===== config.mk =====
export PLATFORM = sky130hd
export DESIGN_NAME = led_blink_arbiter
export DESIGN_NICKNAME = d
export VERILOG_FILES = /design/src/rtl/led_pkg.sv /design/src/rtl/rr_arbiter.sv /design/src/rtl/led_blink_arbiter.sv
export SDC_FILE = /design/constraint.sdc
export NUM_CORES = 1
export LEC_CHECK = 0
export CAP_MARGIN = 20
export CORE_UTILIZATION = 25
export DETAILED_ROUTE_END_ITERATION = 16
export GPL_TIMING_DRIVEN = 0
export PLACE_DENSITY = 0.44
export SETUP_SLACK_MARGIN = 0.15
export SYNTH_ARGS = -nofsm -noshare
export SYNTH_HDL_FRONTEND = slang
export SYNTH_SLANG_ARGS = --single-unit

===== constraint.sdc =====
create_clock -name CLOCK_50 -period 4.35 [get_ports CLOCK_50]
set_input_delay 0.87 -clock CLOCK_50 [delete_from_list [all_inputs] [get_ports CLOCK_50]]
set_output_delay 0.87 -clock CLOCK_50 [all_outputs]
set_load 0.1 [all_outputs]

===== src/rtl/led_pkg.sv =====
// Shared state encoding and LED drive levels for the blink arbiter.
// Pure declarations: no latency, no flow control.
package led_pkg;

  typedef enum logic [1:0] {
    IDLE    = 2'd0,
    LED_ON  = 2'd1,
    LED_OFF = 2'd2
  } state_t;

  localparam logic LED_LIT  = 1'b1;
  localparam logic LED_DARK = 1'b0;

endpackage


===== src/rtl/rr_arbiter.sv =====
// Combinational round-robin pick: search starts at last_grant+1 and wraps modulo NREQ.
// Zero latency; a winner is offered whenever any request is high, with no backpressure.
module rr_arbiter #(
  parameter  int NREQ = 4,
  localparam int IDXW = (NREQ > 1) ? $clog2(NREQ) : 1
) (
  input  logic [NREQ-1:0] req,
  input  logic [IDXW-1:0] last_grant,
  output logic [NREQ-1:0] winner,
  output logic            valid
);

  int idx;

  always_comb begin
    winner = '0;
    valid  = 1'b0;
    idx    = 0;
    for (int off = 1; off <= NREQ; off++) begin
      idx = int'(last_grant) + off;
      if (idx >= NREQ) idx = idx - NREQ;
      if (!valid && req[idx]) begin
        winner[idx] = 1'b1;
        valid       = 1'b1;
      end
    end
  end

endmodule


===== src/rtl/led_blink_arbiter.sv =====
// Grants the LED round-robin to one requester for count x (dur+1 on, dur+1 off), registered outputs.
// One IDLE cycle between sessions; LED_BLINK_ARBITER_ABORT_EN ends a session early when the owner drops req.
module led_blink_arbiter
  import led_pkg::*;
#(
  parameter int NREQ    = 4,
  parameter int TIMER_W = 26,
  parameter int CNT_W   = 4
) (
  input  logic                    CLOCK_50,
  input  logic                    RESET_N,
  input  logic [NREQ-1:0]         req,
  input  logic [NREQ*TIMER_W-1:0] req_dur,
  input  logic [NREQ*CNT_W-1:0]   req_count,
  output logic [NREQ-1:0]         grant,
  output logic [NREQ-1:0]         done,
  output logic                    busy,
  output logic                    MY_LED
);

  localparam int IDXW = (NREQ > 1) ? $clog2(NREQ) : 1;
  localparam logic [TIMER_W-1:0] TIMER_ONE = TIMER_W'(1);
  localparam logic [CNT_W-1:0]   CNT_ONE   = CNT_W'(1);

  state_t             state, state_nxt;
  logic [NREQ-1:0]    grant_nxt, done_nxt;
  logic               busy_nxt, led_nxt;
  logic [TIMER_W-1:0] timer, timer_nxt, dur_q, dur_nxt;
  logic [CNT_W-1:0]   remaining, rem_nxt;
  logic [IDXW-1:0]    last_grant, last_nxt;

  logic [NREQ-1:0]    win;
  logic               win_vld;
  logic [IDXW-1:0]    win_idx;
  logic [TIMER_W-1:0] win_dur;
  logic [CNT_W-1:0]   win_cnt;
  logic               abort;

  rr_arbiter #(.NREQ(NREQ)) u_rr (
    .req        (req),
    .last_grant (last_grant),
    .winner     (win),
    .valid      (win_vld)
  );

  always_comb begin
    win_idx = '0;
    win_dur = '0;
    win_cnt = '0;
    for (int i = 0; i < NREQ; i++) begin
      if (win[i]) begin
        win_idx = IDXW'(i);
        win_dur = req_dur[i*TIMER_W +: TIMER_W];
        win_cnt = req_count[i*CNT_W +: CNT_W];
      end
    end
  end

`ifdef LED_BLINK_ARBITER_ABORT_EN
  assign abort = ~|(req & grant);
`else
  assign abort = 1'b0;
`endif

  always_comb begin
    state_nxt = state;
    grant_nxt = grant;
    done_nxt  = '0;
    busy_nxt  = busy;
    led_nxt   = MY_LED;
    timer_nxt = timer;
    dur_nxt   = dur_q;
    rem_nxt   = remaining;
    last_nxt  = last_grant;
    case (state)
      IDLE: begin
        if (win_vld) begin
          state_nxt = LED_ON;
          grant_nxt = win;
          busy_nxt  = 1'b1;
          led_nxt   = LED_LIT;
          timer_nxt = win_dur;
          dur_nxt   = win_dur;
          rem_nxt   = (win_cnt == '0) ? CNT_ONE : win_cnt;
          last_nxt  = win_idx;
        end
      end
      LED_ON, LED_OFF: begin
        if (abort) begin
          state_nxt = IDLE;
          grant_nxt = '0;
          busy_nxt  = 1'b0;
          led_nxt   = LED_DARK;
          timer_nxt = '0;
          rem_nxt   = '0;
        end else if (timer != '0) begin
          timer_nxt = timer - TIMER_ONE;
        end else if (state == LED_ON) begin
          state_nxt = LED_OFF;
          led_nxt   = LED_DARK;
          timer_nxt = dur_q;
        end else if (remaining == CNT_ONE) begin
          // Last off phase done: hand the LED back and tell the owner.
          state_nxt = IDLE;
          grant_nxt = '0;
          done_nxt  = grant;
          busy_nxt  = 1'b0;
          rem_nxt   = '0;
        end else begin
          state_nxt = LED_ON;
          led_nxt   = LED_LIT;
          timer_nxt = dur_q;
          rem_nxt   = remaining - CNT_ONE;
        end
      end
      default: state_nxt = IDLE;
    endcase
  end

  always_ff @(posedge CLOCK_50 or negedge RESET_N) begin
    if (!RESET_N) begin
      state      <= IDLE;
      grant      <= '0;
      done       <= '0;
      busy       <= 1'b0;
      MY_LED     <= LED_DARK;
      timer      <= '0;
      dur_q      <= '0;
      remaining  <= '0;
      last_grant <= IDXW'(NREQ - 1);
    end else begin
      state      <= state_nxt;
      grant      <= grant_nxt;
      done       <= done_nxt;
      busy       <= busy_nxt;
      MY_LED     <= led_nxt;
      timer      <= timer_nxt;
      dur_q      <= dur_nxt;
      remaining  <= rem_nxt;
      last_grant <= last_nxt;
    end
  end

endmodule


-- Yosys cells after proc, flatten, opt, wreduce, memory -nomap -nowiden
Cells that the tools add are included.
- register bits: 70
- latch bits: 0
- bits in writable memories: 0
- memory bits (read-only): 0
- input bits: 126
- output and inout port bits: 10
- word-level logic and storage cells: 141
- memories kept: 0
- add/sub/neg operators: 10
- multiply operators: 0
- divide/modulo/power cells: 0
- order comparisons: 12
- equality and inequality tests: 9
- shifts and indexed selects: 0
- mux-type cells: 77
- bitwise gates (word level): 3
- reductions and logical operators: 21
- operator list (cell ; count):
    26-bit two-way mux ; 8
    32-bit by 1-bit >= comparator with 1-bit output (second input constant) ; 4
    32-bit by 4-bit >= comparator with 1-bit output (second input constant) ; 4
    32-bit by 4-bit less-than comparator with 1-bit output (second input constant) ; 4
    32-bit two-way mux ; 4
    32-bit by 4-bit subtractor with 32-bit output (second input constant) ; 4
    4-bit two-way mux ; 21
    26-bit case mux with 2 select lines ; 1
    26-bit nonzero test ; 1
    26-bit by 1-bit subtractor with 26-bit output (second input constant) ; 1
    1-bit two-way mux ; 25
    4-bit case mux with 2 select lines ; 2
    4-bit OR ; 3
    2-bit two-way mux ; 5
    1-bit binary-select mux with 2-bit select ; 4
    1-bit demux with 2-bit select ; 4
    4-bit AND reduction ; 2
    1-bit logical AND ; 7
    2-bit by 2-bit adder with 3-bit output (second input constant) ; 2
    2-bit inequality test (second input constant) ; 3
    5-bit AND reduction ; 1
    2-bit by 3-bit adder with 4-bit output (second input constant) ; 1
    4-bit by 1-bit equality test with 1-bit output (second input constant) ; 1
    4-bit logical NOT ; 1
    15 further kinds ; 19

-- Longest topological paths before layout
- word-level depth: 24
- mapped depth: 13
- mapped depth without buffers: 10

-- Hierarchy
Synthesis repeated with hierarchy kept, for this count alone.
- cells, all modules: 595
- area total of the unflattened synthesis: 5003.5 µm²
- by module, submodules not included (module ; instances ; cells each ; area an instance (µm²) ; seq. area each (µm²)):
    led_blink_arbiter ; 1 ; 536 ; 4546.9 ; 1754.2
    rr_arbiter ; 1 ; 59 ; 456.7 ; 0.0

-- Least setup slack after synthesis
No wires, ideal clock.
- path type: register -> register
- start: reg last_grant[0]
- end: reg remaining[0]
- library setup time: 86 ps
- data arrival time: 3046 ps
- data required time: 4264 ps
- slack: 1219 ps
- stages on the path, launching flop included: 13
- path buffers: 2
- period minus slack after synthesis: 3131 ps
- path through: dfstp_2 buf_6 inv_1 ha_1 mux4_2 or3b_1 a21oi_2 or3_4 buf_6 a221oi_2 nor2_1 a2111o_1 a32oi_1
- longest elaborated chain between the ends: 24
- RTL lines (element ; RTL line ; source):
    start: declaration ; led_blink_arbiter.sv:30 ; logic [IDXW-1:0] last_grant, last_nxt;
    start signal: assignment ; led_blink_arbiter.sv:130 ; last_grant <= IDXW'(NREQ - 1);
    start signal: assignment ; led_blink_arbiter.sv:140 ; last_grant <= last_nxt;
    parallel branches: the longest is 24 deep, another holds 32-bit by 4-bit subtractor with 32-bit output ; -- ;
    end signal: assignment ; led_blink_arbiter.sv:139 ; remaining <= rem_nxt;
    end: declaration ; led_blink_arbiter.sv:29 ; logic [CNT_W-1:0] remaining, rem_nxt;
Several ways; the timed one is not identified. The select of a mux whose other input is x is not followed.
A chain may end at the register's enable or synchronous reset.

-- Final worst setup path
- start: in req[1]
- end: reg timer[23]
- longest elaborated chain between the ends: 19
- RTL lines (element ; RTL line ; source):
    start: declaration ; led_blink_arbiter.sv:12 ; input logic [NREQ-1:0] req,
    1-bit binary-select mux with 2-bit select ; rr_arbiter.sv:22 ; if (!valid && req[idx]) begin
    1-bit two-way mux (not written as such) (2 in series) ; rr_arbiter.sv:22 ;
    1-bit two-way mux ; rr_arbiter.sv:22 ;
    1-bit logical NOT ; rr_arbiter.sv:22 ;
    1-bit logical AND ; rr_arbiter.sv:22 ;
    1-bit two-way mux ; rr_arbiter.sv:22 ;
    1-bit logical NOT ; rr_arbiter.sv:22 ;
    1-bit logical AND ; rr_arbiter.sv:22 ;
    1-bit two-way mux ; rr_arbiter.sv:22 ;
    1-bit logical NOT ; rr_arbiter.sv:22 ;
    1-bit logical AND ; rr_arbiter.sv:22 ;
    4-bit two-way mux ; rr_arbiter.sv:22 ;
    26-bit two-way mux (4 in series) ; led_blink_arbiter.sv:51 ; if (win[i]) begin
    26-bit two-way mux ; led_blink_arbiter.sv:77 ; if (win_vld) begin
    26-bit case mux with 2 select lines ; led_blink_arbiter.sv:75 ; case (state)
    end signal: assignment ; led_blink_arbiter.sv:137 ; timer <= timer_nxt;
    end: declaration ; led_blink_arbiter.sv:28 ; logic [TIMER_W-1:0] timer, timer_nxt, dur_q, dur_nxt;
Parallel ways exist; a longest one is shown, timed or not. The select of a mux whose other input is x is not followed.

==> run summary <==
The routed wire length per instance is 20.12 um. For this run, the number of Yosys warnings is 0. In the layout the commonest cells are 134 x clkdlybuf4s50_1, 80 x nand2_1, 68 x dfrtp_1, 62 x o21ai_0, 51 x a21oi_1. The total half-perimeter wirelength after legalization and detailed placement is 15,060 um. The xor-xnor portion of the synthesized cell area came out at 0.01104. The sum of overflow across all layers after global routing came out at 0. For this block, the routed nets add up to 19,380 um of wire. The clock insertion delay at the later pin of the skew report is 0.34 ns. Entering global routing, the biggest net connects 48 pins. The class of the most critical hold timing path is input pin to async pin. The starting utilization of the core area is 0.2544. The post-cts sizing count came out at 0. The die height is 140.0 um. The final count of negative-setup-slack endpoints is 0. The library cell used most frequently in the layout, excluding fill and tap cells, is clkdlybuf4s50_1. Clock tree synthesis inserted a total of 9 buffers. The port buffer count is 135.

The worst slack at placement came out at -0.1765 ns. The worst setup path is launched from an input pin. The buffer levels on the longest clock path came out at 2. At the pin with the least slew margin, the transition time is 0.9952 ns. Of all nets on the critical path, the largest fanout is 10. STA classifies the critical path endpoint as a register. After synthesis, the cell types taking the most area are dfrtp_1 36%, o21ai_0 6.5%, nand2_1 6.3%, a21oi_1 5.4%, a221oi_1 4.8%. The share of the Yosys chip area taken by registers is 0.3687. The clock tree from TritonCTS is built.

The ratio of cells with drive above 1 in the final layout is 0.07956. The routed layout has 5,165 vias. The worst IR drop on VDD is 0.0003546 V. The number of flops mapped to enable cells by yosys is 0. The final period demand of the worst path came out at 3.976 ns. The synthesized design spends more area on one cell type than any other, namely dfrtp_1. By startpoint and endpoint, the worst setup path is classified as input pin to register. In this run the count of I/O pins placed on the die edge is 136. Of the available clock period, the critical path in the final layout requires 0.9140.

The global placement routability congestion came out at 0.8397. The number of sinks driven by the clock tree came out at 70. Tracing the worst setup path back leads to its startpoint at req[1].

The post-synthesis net count is 717. The fraction of the mapped netlist area in compound gates came out at 0.3019. The number of unique standard cell types used by synthesis came out at 66.

Summed over all cells, the static leakage comes to 2.686 nW. The number of buffers inserted to repair setup after CTS came out at 0. The wire length of the first global-routing pass is 29,840 um. The initial antenna violation count was 0. The finished layout holds 963 standard cells, fillers aside.

The detailed-route DRC error count came out at 0. The area fraction in and, or, nand and nor cells after synthesis is 0.2046. The cell area power density came out at 923.8 nW/um2.

Final hold analysis gives a worst-case slack of 0.4329 ns. The final worst-path setup slack came out at 0.3740 ns. The floorplan step set the die width to 140.0 um. The peak clock frequency supported by timing is 0.2515 GHz. After clock tree synthesis, the flow added hold-fix buffers numbering 0. After detailed routing, the number of vias per cell comes to 5.363. The accumulated negative setup slack is 0 ns.

The mapped netlist covers 4758 um2. The number of inserted diodes is 0. The number of standard cells after synthesis is 576. The floorplan step defined a die boundary enclosing 19,590 um2.

The core region is 18,710 um2. In this run, the number of DRC markers left after iteration 0 of detailed routing was 456. The final-report max-slew violation count came out at 0. The first TritonRoute pass finished after 5 iterations.

The share of flip-flops with an asynchronous set or reset is 1.000. The flip-flop and latch count after synthesis is 70. For the worst setup path, the data required time is 4.55 ns. The clock-pin slew reported for the worst setup and hold paths after clock tree synthesis came out at 0.06 ns. The master cell of the clock root buffer is clkbuf_16. Across the routed clock network, the largest skew measured is 0.006371 ns. The run finished with clean final reports.

The most used flip-flop cell after synthesis is dfrtp_1. The remaining antenna violation count after routing came out at 0. Counting tap cells, the placed design contains a total of 946 instances. The area growth from synthesis to layout came out at 43.04%. The data arrival time of the worst path is 4.17 ns. Setup repair after global routing could not meet its margin everywhere.

The count of max-cap constraint violations is 0. The number of global-route vias before repair is 5,106. By area, the combinational part of the netlist is dominated by compound AO/OA/AOI/OAI gates.

The post-layout total power came out at 0.006288 W. The initialized floorplan defines 50 standard-cell rows. The net count of the finished layout is 865. In the global route stage, overall resource usage came out at 0.2015.

In this run the critical register-to-register path is launched from last_grant[0]. The max-slew headroom at the worst pin is 0.3344. The number of H-tree levels came out at 3. The final-report hold violation count came out at 0. The mean post-synth cell area came out at 8.261 um2. The share of synthesized area in the top cell type comes to 0.3576. The mux cell area share after synthesis came out at 0.02104. The depth of the worst register-to-register path is 12. The synthesized-area fraction occupied by adder cells is 0.03944.
cells by family (layout without fill, tap and decap cells):
kind of cell | count (synthesis) | after routing
multiplexers | 6 | 6
AO/OA/AOI/OAI | 213 | 213
buffers and inverters | 59 | 212
flip-flops | 70 | 70
adder cells (fa/ha/maj) | 15 | 15
XOR/XNOR | 6 | 6
AND/OR/NAND/NOR | 207 | 207
routing by layer:
metal	wire length, um	GRT usage
met1	9073	0.2736
met2	8849	0.3234
met3	1204	0.04410
met4	248	0.05147
met5	0	0
synthesized netlist by cell type (all sizes together) (3+ instances only):
master	count
a21o	3
a21oi	52
a221oi	27
a22o	4
a22oi	4
a2bb2oi	11
a31oi	3
and2	3
and3	7
buf	15
clkbuf	24
dfrtp	68
ha	15
inv	20
mux4	3
nand2	80
nand3	25
nand4	3
nor2	47
nor3	12
nor4	6
o2111ai	6
o211ai	5
o21ai	65
o221ai	6
o22ai	5
o31ai	5
or3	4
or3b	4
or4	4
xnor2	4
final cells by class:
type / count / area [um2]
buffer: 39 / 181.4
clock buffer: 10 / 229.0
clock inverter: 6 / 86.33
fill: 1900 / 11900
inverter: 20 / 75.07
multi-input combinational: 447 / 2806
sequential: 70 / 1754
tap: 234 / 292.8
timing repair buffer: 137 / 1381
path summary, 6_finish.rpt:
kind,slack [ns],end
setup / recovery,0.37,timer[23]
hold / removal,0.43,dur_q[22]
setup reg to reg,0.56,timer[16]
hold reg to reg,0.48,dur_q[17]
max in group asynchronous,3.35,grant[2]
min in group CLOCK_50,0.48,dur_q[17]
worst max-delay path, cell delays in order:
cell and delay [ns]:
clkdlybuf4s50_1 0.55, mux4_2 0.62, or3b_1 0.38, a31oi_1 0.24
a21oi_1 0.19, and3_1 0.23, buf_2 0.19, buf_4 0.23
a221oi_1 0.51, o21ai_0 0.15
registers in the layout, indices dropped and copies added (netlist names):
| name | flops |
|---|---|
| busy | 1 |
| dur_q | 26 |
| grant | 4 |
| timer | 26 |
| last_grant | 2 |
| remaining | 4 |
| MY_LED | 1 |
| done | 4 |
| state | 2 |
power breakdown:
group	switching (W)	total [W]	internal [W]
Combinational	0.00277	0.00424	0.00146
Clock	0.000284	0.000785	0.000501
Sequential	0.000275	0.00127	0.000991
Total	0.00333	0.00629	0.00295
metrics by stage:
step           cell area, um2  utilization
2_1_floorplan            4758            -
3_3_place_gp             6402       0.3423
6_report                 6807       0.3639
4_1_cts                  6743       0.3605
3_5_place_dp             6427       0.3436
5_1_grt                  6807       0.3639
Note: power is estimated with default switching activity, not from simulation.
